## src/rtl/semaphore_pkg.sv

```systemverilog
// rtl/semaphore_pkg.sv - shared state codes and lamp decode for the semaphore and intersection blocks
package semaphore_pkg;

    localparam logic [7:0] IC_OFF  = 8'h01;
    localparam logic [7:0] IC_NS_G = 8'h02;
    localparam logic [7:0] IC_NS_Y = 8'h04;
    localparam logic [7:0] IC_AR1  = 8'h08;
    localparam logic [7:0] IC_EW_G = 8'h10;
    localparam logic [7:0] IC_EW_Y = 8'h20;
    localparam logic [7:0] IC_AR2  = 8'h40;
    localparam logic [7:0] IC_PED  = 8'h80;

    // Single-semaphore codes, kept here so every bench shares one definition.
    localparam logic [3:0] SEM_OFF    = 4'b0001;
    localparam logic [3:0] SEM_RED    = 4'b0010;
    localparam logic [3:0] SEM_YELLOW = 4'b0100;
    localparam logic [3:0] SEM_GREEN  = 4'b1000;

    typedef enum logic [7:0] {
        ST_OFF  = IC_OFF,
        ST_NS_G = IC_NS_G,
        ST_NS_Y = IC_NS_Y,
        ST_AR1  = IC_AR1,
        ST_EW_G = IC_EW_G,
        ST_EW_Y = IC_EW_Y,
        ST_AR2  = IC_AR2,
        ST_PED  = IC_PED
    } ic_state_t;

    typedef struct packed {
        logic ns_red;
        logic ns_yellow;
        logic ns_green;
        logic ew_red;
        logic ew_yellow;
        logic ew_green;
        logic walk;
    } lamps_t;

    function automatic lamps_t lamp_decode(input ic_state_t st);
        lamps_t l;
        l = '0;
        case (st)
            ST_NS_G: begin l.ns_green  = 1'b1; l.ew_red = 1'b1; end
            ST_NS_Y: begin l.ns_yellow = 1'b1; l.ew_red = 1'b1; end
            ST_AR1,
            ST_AR2:  begin l.ns_red    = 1'b1; l.ew_red = 1'b1; end
            ST_EW_G: begin l.ew_green  = 1'b1; l.ns_red = 1'b1; end
            ST_EW_Y: begin l.ew_yellow = 1'b1; l.ns_red = 1'b1; end
            ST_PED:  begin l.ns_red = 1'b1; l.ew_red = 1'b1; l.walk = 1'b1; end
            default: l = '0;
        endcase
        return l;
    endfunction

endpackage

```

## src/rtl/phase_timer.sv

```systemverilog
// rtl/phase_timer.sv - per-state phase counter with terminal-count flag
module phase_timer
    import semaphore_pkg::*;
#(
    parameter int GREEN_TICKS  = 20,
    parameter int YELLOW_TICKS = 4,
    parameter int ALLRED_TICKS = 2,
    parameter int WALK_TICKS   = 10,
    parameter int CNT_W        = 8
) (
    input  logic       clk,
    input  logic       rst_n,
    input  logic       clr,
    input  logic [7:0] state,
    output logic       done
);

    localparam longint MAX_CNT = (64'd1 << CNT_W) - 64'd1;

    if (GREEN_TICKS < 1 || YELLOW_TICKS < 1 || ALLRED_TICKS < 1 || WALK_TICKS < 1 ||
        longint'(GREEN_TICKS - 1)  > MAX_CNT || longint'(YELLOW_TICKS - 1) > MAX_CNT ||
        longint'(ALLRED_TICKS - 1) > MAX_CNT || longint'(WALK_TICKS - 1)   > MAX_CNT) begin : g_bad_ticks
        $error("phase_timer: every *_TICKS must be >= 1 and TICKS-1 must fit in CNT_W bits");
    end

    logic [CNT_W-1:0] count_q;
    logic [CNT_W-1:0] count_d;
    logic [CNT_W-1:0] limit;

    always_comb begin
        limit = '0;
        case (state)
            IC_NS_G, IC_EW_G: limit = CNT_W'(GREEN_TICKS - 1);
            IC_NS_Y, IC_EW_Y: limit = CNT_W'(YELLOW_TICKS - 1);
            IC_AR1, IC_AR2:   limit = CNT_W'(ALLRED_TICKS - 1);
            IC_PED:           limit = CNT_W'(WALK_TICKS - 1);
            default:          limit = '0;
        endcase
    end

    always_comb begin
        count_d = clr ? '0 : count_q + 1'b1;
    end

    always_ff @(posedge clk or negedge rst_n) begin
        if (!rst_n) begin
            count_q <= '0;
        end else begin
            count_q <= count_d;
        end
    end

    assign done = (count_q == limit);

endmodule

```

## src/rtl/intersection_controller.sv

```systemverilog
// rtl/intersection_controller.sv - two-way intersection sequencer with clearance and pedestrian phases
module intersection_controller
    import semaphore_pkg::*;
#(
    parameter int GREEN_TICKS  = 20,
    parameter int YELLOW_TICKS = 4,
    parameter int ALLRED_TICKS = 2,
    parameter int WALK_TICKS   = 10,
    parameter int CNT_W        = 8
) (
    input  logic       clk,
    input  logic       reset_n,
    input  logic       enable,
    input  logic       ped_req,
    output logic       ns_red,
    output logic       ns_yellow,
    output logic       ns_green,
    output logic       ew_red,
    output logic       ew_yellow,
    output logic       ew_green,
    output logic       walk,
    output logic       ped_pending,
    output logic [7:0] state_out
);

    ic_state_t state_q, state_d;
    logic      pend_q, pend_d;
    lamps_t    lamps_q, lamps_d;
    logic      phase_done;
    logic      timer_clr;

    always_comb begin
        state_d = state_q;
        if (!enable) begin
            state_d = ST_OFF;
        end else begin
            case (state_q)
                ST_OFF:  state_d = ST_AR2;
                ST_NS_G: if (phase_done) state_d = ST_NS_Y;
                ST_NS_Y: if (phase_done) state_d = ST_AR1;
                ST_AR1:  if (phase_done) state_d = ST_EW_G;
                ST_EW_G: if (phase_done) state_d = ST_EW_Y;
                ST_EW_Y: if (phase_done) state_d = ST_AR2;
                ST_AR2:  if (phase_done) state_d = pend_q ? ST_PED : ST_NS_G;
                ST_PED:  if (phase_done) state_d = ST_NS_G;
                default: state_d = ST_OFF;
            endcase
        end
    end

    // Holding the timer at zero in OFF keeps it from wrapping while parked.
    always_comb begin
        timer_clr = (state_d != state_q) || (state_q == ST_OFF);
    end

    // Entering PED consumes the request; a press on that same edge is part of it.
    always_comb begin
        pend_d = (pend_q | ped_req) & ~((state_d == ST_PED) && (state_q != ST_PED));
    end

    always_comb begin
        lamps_d = lamp_decode(state_d);
    end

    always_ff @(posedge clk or negedge reset_n) begin
        if (!reset_n) begin
            state_q <= ST_OFF;
            pend_q  <= 1'b0;
            lamps_q <= '0;
        end else begin
            state_q <= state_d;
            pend_q  <= pend_d;
            lamps_q <= lamps_d;
        end
    end

    phase_timer #(
        .GREEN_TICKS  (GREEN_TICKS),
        .YELLOW_TICKS (YELLOW_TICKS),
        .ALLRED_TICKS (ALLRED_TICKS),
        .WALK_TICKS   (WALK_TICKS),
        .CNT_W        (CNT_W)
    ) u_phase_timer (
        .clk   (clk),
        .rst_n (reset_n),
        .clr   (timer_clr),
        .state (state_q),
        .done  (phase_done)
    );

    assign ns_red      = lamps_q.ns_red;
    assign ns_yellow   = lamps_q.ns_yellow;
    assign ns_green    = lamps_q.ns_green;
    assign ew_red      = lamps_q.ew_red;
    assign ew_yellow   = lamps_q.ew_yellow;
    assign ew_green    = lamps_q.ew_green;
    assign walk        = lamps_q.walk;
    assign ped_pending = pend_q;
    assign state_out   = state_q;

endmodule

```

## config.mk

```make
export PLATFORM = sky130hd
export DESIGN_NAME = intersection_controller
export DESIGN_NICKNAME = d
export VERILOG_FILES = /design/src/rtl/semaphore_pkg.sv /design/src/rtl/phase_timer.sv /design/src/rtl/intersection_controller.sv
export SDC_FILE = /design/constraint.sdc
export NUM_CORES = 1
export LEC_CHECK = 0
export ABC_AREA = 1
export CORE_MARGIN = 4
export CORE_UTILIZATION = 57
export DETAILED_ROUTE_END_ITERATION = 10
export DONT_BUFFER_PORTS = 1
export PLACE_DENSITY = 0.69
export SLEW_MARGIN = 20
export SYNTH_ARGS = -nofsm -noshare
export SYNTH_HDL_FRONTEND = slang
export SYNTH_SLANG_ARGS = --single-unit
```

## constraint.sdc

```tcl
create_clock -name clk -period 3.2 [get_ports clk]
set_input_delay 0.16 -clock clk [delete_from_list [all_inputs] [get_ports clk]]
set_output_delay 0.16 -clock clk [all_outputs]
set_load 0.05 [all_outputs]
```

## After elaboration in Yosys (flattened, before gate mapping)

Cells that the tools add are included.

- Register bits: 24
- Input bits: 4
- Logic and storage cells: 58

- Add/sub/neg operators: 1
- Equal/unequal tests: 18
- Muxes and demuxes: 19
- Bitwise logic cells: 3
- Reductions and logical operators: 7

Operators with widths:

| operator | number |
|---|---|
| $mux 8 | 10 |
| $pmux 8 s8 | 1 |
| $pmux 5 s4 | 1 |
| $eq 8x2->1 const B | 2 |
| $eq 8x3->1 const B | 2 |
| $eq 8x4->1 const B | 2 |
| $eq 8x5->1 const B | 2 |
| $eq 8x6->1 const B | 2 |
| $eq 8x7->1 const B | 2 |
| $eq 8x8->1 const B | 2 |
| $reduce_or 5->1 | 2 |
| $add 8x1->8 const B | 1 |
| $eq 8x1->1 const B | 1 |
| $eq 8x5->1 | 1 |
| $ne 8x8->1 | 1 |
| $ne 8x8->1 const B | 1 |
| $mux 1 | 7 |
| $reduce_or 2->1 | 3 |
| $and 1x1->1 | 1 |
| $logic_and 1x1->1 | 1 |
| $logic_or 1x1->1 | 1 |
| $not 1->1 | 1 |
| $or 1x1->1 | 1 |

## Depth between registers and ports, before layout

- Depth after elaboration: 11
- Depth in mapped cells: 18

## Hierarchy

From an unflattened synthesis, not the netlist that was laid out.

- Cells, all modules: 259
- Area total of the unflattened synthesis: 1780.5 um^2

Modules (own cells, without submodules):

| module | times used | cells each | area an instance (um^2) | seq. area each (um^2) |
|---|---|---|---|---|
| intersection_controller | 1 | 159 | 1137.3 | 401.6 |
| phase_timer | 1 | 100 | 643.1 | 200.2 |

## Worst setup path after synthesis

No wires, ideal clock.

- Path type: reg2reg
- Start: register state_q[0] (netlist: state_out[0])
- End: register u_phase_timer.count_q[0]
- Arrival: 2.304 ns
- Required time: 3.127 ns
- Setup slack: 0.823 ns
- Stages on the path, launching flop included: 19
- Path buffers: 0
- Cells stage by stage: dfstp_2 > inv_1 > nand2_2 > nor2_1 > nand2_1 > nand2_1 > nor2_1 > nand2_2 > nand2_1 > nand2_2 > nand2_4 > nand2_1 > o21ai_1 > nand2_1 > nand2_1 > nand2_1 > nor2_1 > nand3_2 > nor2_1

- Word-level cells in the longest chain between the ends: 10

Ends and longest elaborated chain:

| element | RTL line | RTL |
|---|---|---|
| start, declared | intersection_controller.sv:26 | `ic_state_t state_q, state_d;` |
| start signal, assigned | intersection_controller.sv:71 | `state_q <= state_d;` |
| $eq 8x4->1 (tied with other cells) | phase_timer.sv:32, intersection_controller.sv:37 |  |
| $reduce_or 2->1 | phase_timer.sv:32 | `case (state)` |
| $pmux 5 s4 | phase_timer.sv:32 |  |
| $eq 8x5->1 | phase_timer.sv:53 | `assign done = (count_q == limit);` |
| $mux 8 (tied with other cells) | intersection_controller.sv:45 | `ST_PED: if (phase_done) state_d = ST_NS_G;` |
| $pmux 8 s8 | intersection_controller.sv:37 | `case (state_q)` |
| $mux 8 | intersection_controller.sv:34 | `if (!enable) begin` |
| $ne 8x8->1 | intersection_controller.sv:53 | `timer_clr = (state_d != state_q) \|\| (state_q == ST_OFF);` |
| $logic_or 1x1->1 * | intersection_controller.sv:53 |  |
| $mux 8 * | phase_timer.sv:42 | `count_d = clr ? '0 : count_q + 1'b1;` |
| net u_phase_timer.count_d[0] | phase_timer.sv:27 | `logic [CNT_W-1:0] count_d;` |
| end signal, assigned | phase_timer.sv:49 | `count_q <= count_d;` |
| end, declared | phase_timer.sv:26 | `logic [CNT_W-1:0] count_q;` |

Mark *: on every way through the listed nets, which the timed path passes. The rest lies on a longest branch.

## Worst setup path in the final report

- Start: register state_q[0] (netlist: state_out[0])
- End: register u_phase_timer.count_q[1]

The elaborated chain is that of the path after synthesis.

==> reports/summary.md <==
* **post-detailed-route wirelength per cell** 14.20 um
* **arrival time worst endpoint** 3.12 ns
* **quantity of I/O buffers inserted on ports** 0
* **combinational share of power** 50.6%
* **number of synthesized register bits** 24
* **run status** complete, no violations
* **Max Fanout on Critical Path** 9
* **drt pass-1 iters** 5
* **total setup violations reported at the end of the flow** 0
* **ranking of synthesized cells by instance count** 54 x nand2_1, 39 x nor2_1, 23 x dfrtp_1, 21 x nand3_1, 19 x inv_1
* **number of H-tree levels** 1
* **share of the cycle needed by the critical path after routing** 89.55%
* **final wirelength** 3.606 mm
* **M1 WL** 1.554 mm
* **share of the core filled with cells in the final layout** 67.12%
* **share of async-settable or async-resettable flops after synthesis** 100.0%
* **die span in y** 59.20 um
* **area added between synthesis and finish** 11.31%
* **cell chosen for the clock root** clkbuf_4
* **area of the die** 3504 um2
* **synthesized netlist net count** 213
* **antenna violations before repair** 0
* **Vias** 1434
* **number of clock sinks** 24
* **internal power consumption** 0.6169 mW
* **via count of the first global-routing pass** 1361
* **Total Negative Setup Slacks** 0 ns
* **power density over the cells** 776.6 nW/um2
* **Post-route DRC** 0
* **series of cell instances along the critical path** inv_1 -> nand2_2 -> nor2_4 -> nand2_1 -> nand2_1 -> nor2_2 -> nand2_2 -> nand2_1 -> nand2_2 -> nand2_4 -> nand2_1 -> nand3_1 -> nand2_1 -> nand2_1 -> nand2_1 -> nor2_1 -> nand3_2 -> nor2_1
* **worst min-delay path category** primary input to register
* **weighted congestion at the end of routability-driven global placement** 1.019
* **post-synth top area cell** dfrtp_1
* **TritonCTS clock tree** built
* **setup repair after global routing missed its margin** false
* **maximum clock insertion buffer count** 2
* **Antenna Violating Nets Remaining** 0
* **clock share of power** 12.6%
* **area share of the largest cell type after synthesis** 38.53%
* **wire length on met3** 277 um
* **post-synthesis instance area** 1494 um2
* **Min Clock Period, post-route** 2.866 ns
* **clock slew seen by the registers of the worst setup and hold paths** 0.13 ns
* **Critical Path Slowest Stage Cell** dfstp_2
* **Overall Global Routing Usage** 22.51%
* **number of buffers inserted during clock tree synthesis** 3
* **part of the power in registers** 36.8%
* **global-route wire length before repair** 5.934 mm
* **post-synthesis average cell area** 7.182 um2
* **post-layout net count** 230
* **number of fillers in the final layout** 217
* **GR Overflow Total** 0
* **number of failing hold endpoints at the final stage** 0
* **number of vias per cell after detailed routing** 5.646
* **switching share of total power** 52.23%
* **cell with the most instances after synthesis** nand2_1
* **net switching power** 0.6745 mW
* **starting density of the core** 60.30%
* **total length of routed met2 wires** 1.731 mm
* **cell seen most often among critical-path stages** nand2_1
* **antenna fix cells** 0
* **Rel. slew slack** 64.79%
* **CP Data Required Time** 3.46 ns
* **count of pins over their slew limit** 0
* **Cell Rows** 18
* **category of the critical setup timing path** register to register
* **worst skew pair latency** 0.32 ns
* **total I/O pin count** 20
* **worst slew pin tran** 0.5282 ns
* **total setup buffers inserted after CTS** 0
* **Post-DP HPWL** 2.843 mm
* **Max Cap Viol** 0
* **Worst setup EP type** register
* **Warnings, synthesis** 0
* **fraction of final layout cells sized beyond drive strength 1** 19.20%
* **number of distinct library cells after synthesis** 25
* **category of the worst setup path launch point** register
* **largest cells by area after synthesis** dfrtp_1 39%, nand2_1 14%, nor2_1 9.8%
* **Most used DFF post-synth** dfrtp_1
* **Setup Skew** 0.002786 ns
* **number of instances in the synthesized netlist** 208
* **IR drop worst, VDD** 550.9 uV
* **slowest cell delay on critical path** 0.75 ns
* **Fmax** 349.0 MHz
* **number of flops mapped to enable cells by yosys** 0
* **register area share after synthesis** 40.28%
* **leakage power** 0.9135 nW
* **width of the die** 59.20 um
* **Detailed Route Iter0 Violations** 72
* **area of the core** 2477 um2
* **pin count of the biggest net entering global routing** 25
* **uppermost layer routed** met4
==> power by group through the flow <==
stage	sequential, mW	clock [mW]	combinational, mW
3_3_place_gp	0.479	0	0.619
3_5_place_dp	0.481	0	0.629
6_report	0.475	0.163	0.653
2_1_floorplan	0.516	0	0.442
5_1_grt	0.480	0.183	0.705
4_1_cts	0.475	0.167	0.645
==> kinds of logic (layout without fill, tap and decap cells) <==
| logic type | count (synthesis) | count (layout) | synth area share (%) |
|---|---|---|---|
| xor+xnor | 6 | 6 | 3.518 |
| compound gates | 10 | 10 | 4.271 |
| fa+ha+maj | 1 | 1 | 0.8374 |
| flops | 24 | 24 | 40.28 |
| buf+inv | 26 | 42 | 6.533 |
| simple gates | 141 | 141 | 44.55 |
==> per-layer routing <==
metal	GRT usage, %	vias to the layer above
li1	-	680
met1	29.32	671
met2	36.97	76
met3	3.704	7
met4	9.061	0
met5	0	-
==> sequential cells by signal, summed over array words and instances (netlist names) <==
signal,flops
ped_pending,1
ns_red,1
state_out,8
ns_green,1
ew_yellow,1
ew_green,1
walk,1
ns_yellow,1
ew_red,1
u_phase_timer.count_q,8
==> cell type report <==
type | instances | area, um2 | share of cell area, %
timing repair buffer | 12 | 95.09 | 5.719
inverter | 26 | 97.59 | 5.869
clock buffer | 4 | 36.28 | 2.182
tap | 30 | 37.54 | 2.257
sequential | 24 | 601.8 | 36.19
multi-input combinational | 158 | 794.5 | 47.78
==> metrics by stage <==
stage                     setup slack, ns  power (mW)  area (um2)  cells  hold WS [ns]
after floorplan                    0.8228      0.9571        1494    208       -0.1356
after global placement             0.4146       1.098        1592    246       -0.1351
after detailed placement           0.4253       1.110        1592    246       -0.1350
after CTS                          0.3540       1.287        1658    253       0.01094
after global routing               0.1327       1.368        1663    254       0.01497
final                              0.3345       1.291        1663    254       0.02257
==> timing repair <==
action / 4_1_cts / 5_1_grt
hold buffers: 3 / 1
endpoints found under the hold margin: 28 / 23
gates resized for setup: 0 / 0
==> worst paths after layout <==
check / from / endpoint / slack [ns] / cells after the start
setup / recovery: state_out[0] / u_phase_timer.count_q[1] / 0.33 / 18
hold / removal: enable / state_out[6] / 0.02 / 2
setup reg to reg: state_out[0] / u_phase_timer.count_q[1] / 0.33 / 18
hold reg to reg: u_phase_timer.count_q[0] / u_phase_timer.count_q[0] / 0.53 / 1
max in group asynchronous: reset_n / state_out[0] / 2.49 / 2
min in group asynchronous: reset_n / state_out[5] / 0.33 / 2
==> layout by cell type, fill, tap and decap left out <==
master,count
nand2_1,54
a21oi_1,3
o21ai_1,3
o21ai_0,2
ha_1,1
or2_2,1
buf_4,8
nor3_1,3
nand4_1,1
dfstp_2,1
nor2_2,4
buf_2,1
nand3b_1,2
dfrtp_1,23
nand2_4,2
inv_1,19
a21boi_0,1
nor4_2,1
nand3_2,2
xnor2_1,1
nand3_1,21
clkbuf_8,1
nor2_4,4
clkbuf_4,3
nand2_2,7
inv_2,7
dlygate4sd3_1,3
nor2_1,39
xor2_1,5
o21ai_4,1
==> critical path, delay by kind of cell (launching register included) <==
kind | cells | cell delay, ns
buffers and inverters | 1 | 0.18
AND/OR/NAND/NOR | 17 | 1.86
flip-flops | 1 | 0.75
Power figures use the tool's default switching activity.
